<file path="src/rtl/counter_sched.sv">
// Two-requester burst scheduler driving a shared up-counter: clear, count to the latched length, pulse done.
// Define COUNTER_SCHED_RR_EN for round-robin arbitration; fixed priority (requester 0) otherwise.
module counter_sched #(
  parameter int unsigned WIDTH = 4
) (
  input  logic             clk,
  input  logic             reset,
  input  logic [1:0]       req,
  input  logic [WIDTH-1:0] len0,
  input  logic [WIDTH-1:0] len1,
  input  logic [WIDTH-1:0] cnt_data,
  output logic             cnt_reset,
  output logic             cnt_enable,
  output logic [1:0]       gnt,
  output logic [1:0]       done,
  output logic             busy
);

  typedef enum logic [1:0] {StIdle, StClear, StRun, StDone} state_e;

  state_e           state_q, state_d;
  logic [WIDTH-1:0] len_q, len_d;
  logic             win_q, win_d;
  logic             pick;
  logic [1:0]       win_oh;

`ifdef COUNTER_SCHED_RR_EN
  // pref_q names the requester that wins the next conflict.
  logic pref_q, pref_d;

  always_comb begin
    pick = (req == 2'b11) ? pref_q : req[1];
  end

  always_comb begin
    pref_d = pref_q;
    if (state_q == StIdle && req != 2'b00) begin
      pref_d = ~pick;
    end
  end

  always_ff @(posedge clk) begin
    if (reset) begin
      pref_q <= 1'b0;
    end else begin
      pref_q <= pref_d;
    end
  end
`else
  always_comb begin
    pick = ~req[0];
  end
`endif

  always_comb begin
    state_d = state_q;
    len_d   = len_q;
    win_d   = win_q;
    unique case (state_q)
      StIdle: begin
        if (req != 2'b00) begin
          win_d   = pick;
          len_d   = pick ? len1 : len0;
          state_d = StClear;
        end
      end
      StClear: state_d = StRun;
      StRun: begin
        if (cnt_data == len_q) begin
          state_d = StDone;
        end
      end
      StDone:  state_d = StIdle;
      default: state_d = StIdle;
    endcase
  end

  always_ff @(posedge clk) begin
    if (reset) begin
      state_q <= StIdle;
      len_q   <= '0;
      win_q   <= 1'b0;
    end else begin
      state_q <= state_d;
      len_q   <= len_d;
      win_q   <= win_d;
    end
  end

  always_comb begin
    win_oh     = win_q ? 2'b10 : 2'b01;
    busy       = (state_q != StIdle);
    gnt        = busy ? win_oh : 2'b00;
    done       = (state_q == StDone) ? win_oh : 2'b00;
    cnt_reset  = reset || (state_q == StClear);
    // Combinational stop so the counter never passes len_q.
    cnt_enable = !reset && (state_q == StRun) && (cnt_data != len_q);
  end

endmodule
</file>
<file path="config.mk">
export PLATFORM = sky130hd
export DESIGN_NAME = counter_sched
export DESIGN_NICKNAME = d
export VERILOG_FILES = /design/src/rtl/counter_sched.sv
export SDC_FILE = /design/constraint.sdc
export NUM_CORES = 1
export LEC_CHECK = 0
export CAP_MARGIN = 40
export CORE_AREA = 2 2 39 41
export DETAILED_ROUTE_END_ITERATION = 8
export DIE_AREA = 0 0 41 43
export HOLD_SLACK_MARGIN = 0.15
export PLACE_DENSITY = 0.74
export SLEW_MARGIN = 10
export SYNTH_ARGS = -nofsm -noshare
export SYNTH_HDL_FRONTEND = slang
export SYNTH_SLANG_ARGS = --single-unit
</file>
<file path="constraint.sdc">
create_clock -name clk -period 2.25 [get_ports clk]
set_input_delay 0.45 -clock clk [delete_from_list [all_inputs] [get_ports clk]]
set_output_delay 0.45 -clock clk [all_outputs]
set_load 0.01 [all_outputs]
</file>
# Word level (Yosys, flattened, before mapping)
# Cells that the tools add are included.
[op_classes]
shift = 0
n_div = 0
add_sub_neg = 0
n_bitwise = 1
muxes = 7
mul = 0
n_eq_ne = 7
magnitude_cmp = 0
reduce_logical = 9
[ops]
columns = ["operator", "count"]
rows = [
  ["2-bit 2-to-1 mux", 5],
  ["2-bit case mux with 4 select lines", 1],
  ["2-bit equality test (second input constant)", 2],
  ["4-bit equality test", 1],
  ["4-bit 2-to-1 mux", 1],
  ["2-bit inequality test (second input constant)", 2],
  ["4-bit inequality test", 1],
  ["2-bit AND reduction", 2],
  ["2-bit nonzero test", 2],
  ["2-bit by 1-bit equality test with 1-bit output (second input constant)", 1],
  ["1-bit logical AND", 2],
  ["2-bit zero test", 1],
  ["1-bit zero test", 1],
  ["1-bit logical OR", 1],
  ["1-bit NOT", 1],
]
[word_totals]
mem_bits_ro = 0
wordCells = 27
input_bits = 16
regBits = 7
memories = 0
ramBits = 0
latchBits = 0
out_inout_bits = 7

# Depth between registers and ports, before layout
[logic_depth]
word_depth = 3
depth_mapped = 5
mapped_depth_nobuf = 5

# Least setup slack after synthesis
# Ideal clock, no wire load.
[synth_timing]
kind = "in2out"
from = "in cnt_data[1]"
to = "out cnt_enable"
cell_stages = 3
arrival_ns = 1.363
setup_slack_ns = 0.437
t_required_ns = 1.800
path_buffers = 0
cell_sequence = "xor2_1 or4_4 and3b_2"
[synth_via]
elab_chain_cells = 2
[synth_rtl]
columns = ["item", "line", "text"]
rows = [
  ["from (decl)", "11", "input logic [WIDTH-1:0] cnt_data,"],
  ["4-bit inequality test", "97", "cnt_enable = !reset && (state_q == StRun) && (cnt_data != len_q);"],
  ["1-bit logical AND", "97", ""],
  ["to (decl)", "13", "output logic cnt_enable,"],
]
# No other way between the ends.

# Worst setup path after layout
[layout_timing]
from = "reg state_q[1]"
to = "out gnt[1]"
[layout_via]
elab_chain_cells = 2
[layout_rtl]
columns = ["item", "line", "text"]
rows = [
  ["from (decl)", "21", "state_e state_q, state_d;"],
  ["from (signal assigned)", "80", "state_q <= StIdle;"],
  ["from (signal assigned)", "84", "state_q <= state_d;"],
  ["2-bit nonzero test", "92", "busy = (state_q != StIdle);"],
  ["2-bit 2-to-1 mux", "93", "gnt = busy ? win_oh : 2'b00;"],
  ["to (decl)", "14", "output logic [1:0] gnt,"],
]
# No other way between the ends.

==> run metrics <==
drt drc 0; Clock Latency Late Sink 250 ps; register bit total from synthesis 7; DIE WIDTH 41 um; fill cell count 134; area of the mapped netlist 500 um^2; Post-DP HPWL 859 um; Final Non-Filler Cells 101; pin count of the biggest net entering global routing 11; first-pass GRT wire length 1910 um; DR WL/cell 11.1 um; internal cell power 500 uW; Final WS setup 84.2 ps; clock power share 0.144; Reg power frac 0.267; DRT Wirelength 1120 um; status completed; worst clock skew 0.146 ps; most frequent cells in the layout clkdlybuf4s50_1 (17), dfxtp_1 (7), buf_4 (7); NetSw 302 uW; Syn. warnings 0; EDFF count, synth 0; chip height 43 um; fin. max-slew vios 0; DP Cell Count 94; GRT overflow 0; CTS tree done; drt pass-1 iters 4; period utilisation layout 0.963; final instance area 815 um^2; CP Launch Type flip-flop; PD cells 984 nW/um^2; Nets 107; via count 510; crit path time final 2170 ps; Layout Area Growth over Synthesis 62.7%; DRT iter0 DRCs 6; element type at the critical path end output pin; endpoints failing setup 0; dominant synthesized flop cell dfxtp_1; Worst-path clk slew 50 ps; Die ar. 1760 um^2; Antenna Cells 0; hold crit path type flip-flop to flip-flop; fraction of layout cells with a size suffix above 1 0.188; antenna violations before repair 0; peak supply drop 412 uV; vias in the first global route 485; post-place setup slack -451 ps; sw frac 0.377; net count after synthesis 75; Rows 14; Root Driver clkbuf_4; CTS Buf Count 3; Hold Slack 508 ps; Ports 23; Synth Instances 54; Max-cap violations 0; combinational share of power 0.589; worst reg-to-reg setup slack 430 ps; RSZ-0062 raised after global routing false; Hold-fix buffers, CTS 0; Setup CP Type flip-flop to output pin; via/cell ratio 5.05; relative slew slack 0.758; Worst-Margin Slew 362 ps; H-tree Lvls 1; core footprint 1380 um^2; port bufs 22; Worst Path Required 1800 ps; worst-path maximum fanout 7; Clock Path Buffers 2; crit path DAT 1720 ps; Max Fclk 462 MHz; Final Power 802 uW; CTS Sinks 7; Placer Congestion 0.712; leak pwr 0.000360 uW; most common cell after layout, fill and taps aside clkdlybuf4s50_1; Async SR Flop Fraction 0; remaining antenna violation count after routing 0; DP Area 762 um^2; Synth cell types 23; mean post-synth cell area 9.27 um^2; Fin. Hold Viols 0; sequential fraction of the synthesis area 0.280; Global Route Usage Sum 0.165; Initial Util 0.362
[final cells by class]
cell class | count | area (um^2) | area share
multi-input combinational | 42 | 348 | 0.427
timing repair buffer | 29 | 269 | 0.330
sequential | 7 | 140 | 0.172
clock buffer | 4 | 26.3 | 0.0323
tap | 16 | 20.0 | 0.0246
inverter | 3 | 11.3 | 0.0138
[per-stage QoR]
| stage | TNS, ps | util |
|---|---|---|
| finish | 0 | 0.589 |
| global route | 0 | 0.589 |
| CTS | 0 | 0.589 |
| detailed placement | -451 | 0.551 |
| global placement | -431 | 0.551 |
| floorplan | 0 | - |
[final timing paths]
| kind | startpoint | to | depth (start not counted) |
|---|---|---|---|
| worst min register to register | len_q[2]$_SDFFE_PP0P_ | len_q[2]$_SDFFE_PP0P_ | 2 |
| worst max-delay path | state_q[1]$_SDFFE_PP0P_ | gnt[1] | 4 |
| worst max register to register | state_q[0]$_SDFFE_PP0P_ | state_q[0]$_SDFFE_PP0P_ | 5 |
| worst min-delay path | len_q[2]$_SDFFE_PP0P_ | len_q[2]$_SDFFE_PP0P_ | 2 |
[critical path, stage by stage, from the launching register on]
cell,delay [ps]
dfxtp_1,410
inv_1,110
ha_1,270
nor2b_1,130
clkdlybuf4s50_1,540
[logic make-up after synthesis]
logic type                 Yosys count  synth area share
AOI/OAI and AO/OA                   10             0.153
xor gates and xnor gates             4            0.0700
adders and majority gates            5             0.125
buffers and inverters                5            0.0400
DFF                                  7             0.280
muxes                                6             0.123
and+or+nand+nor                     17             0.210
[sequential cells by signal, summed over array words and instances (netlist names)]
name     count
len_q        4
state_q      2
win_q        1
[cells in the mapped netlist, drive strengths merged, types with 2 or more instances]
master,count,area share
nor2,6,0.045
a211oi,5,0.075
nor2b,3,0.038
xor2,4,0.070
nor3b,2,0.030
inv,3,0.022
dfxtp,7,0.28
mux2i,5,0.10
ha,5,0.13
and3b,2,0.038
[power by group through the flow]
stage	Combinational [uW]	Clock (uW)	Sequential, uW
3_3_place_gp	426	0	211
3_5_place_dp	439	0	212
5_1_grt	522	126	219
6_report	472	116	214
2_1_floorplan	275	0	202
4_1_cts	472	119	212
[routing by layer]
metal	vias up	GRT usage	routed length, um
li1	256	-	-
met1	232	0.182	455
met2	18	0.253	572
met3	4	0.0314	50
met4	0	0.140	45
met5	-	0	0
[timing repair]
action | 4_1_cts | 5_1_grt
gates resized for setup | 10 | 0
endpoints found under the setup margin | 1 | 0
setup buffers | 3 | 0
No activity file was read; power rests on OpenSTA's default activity.
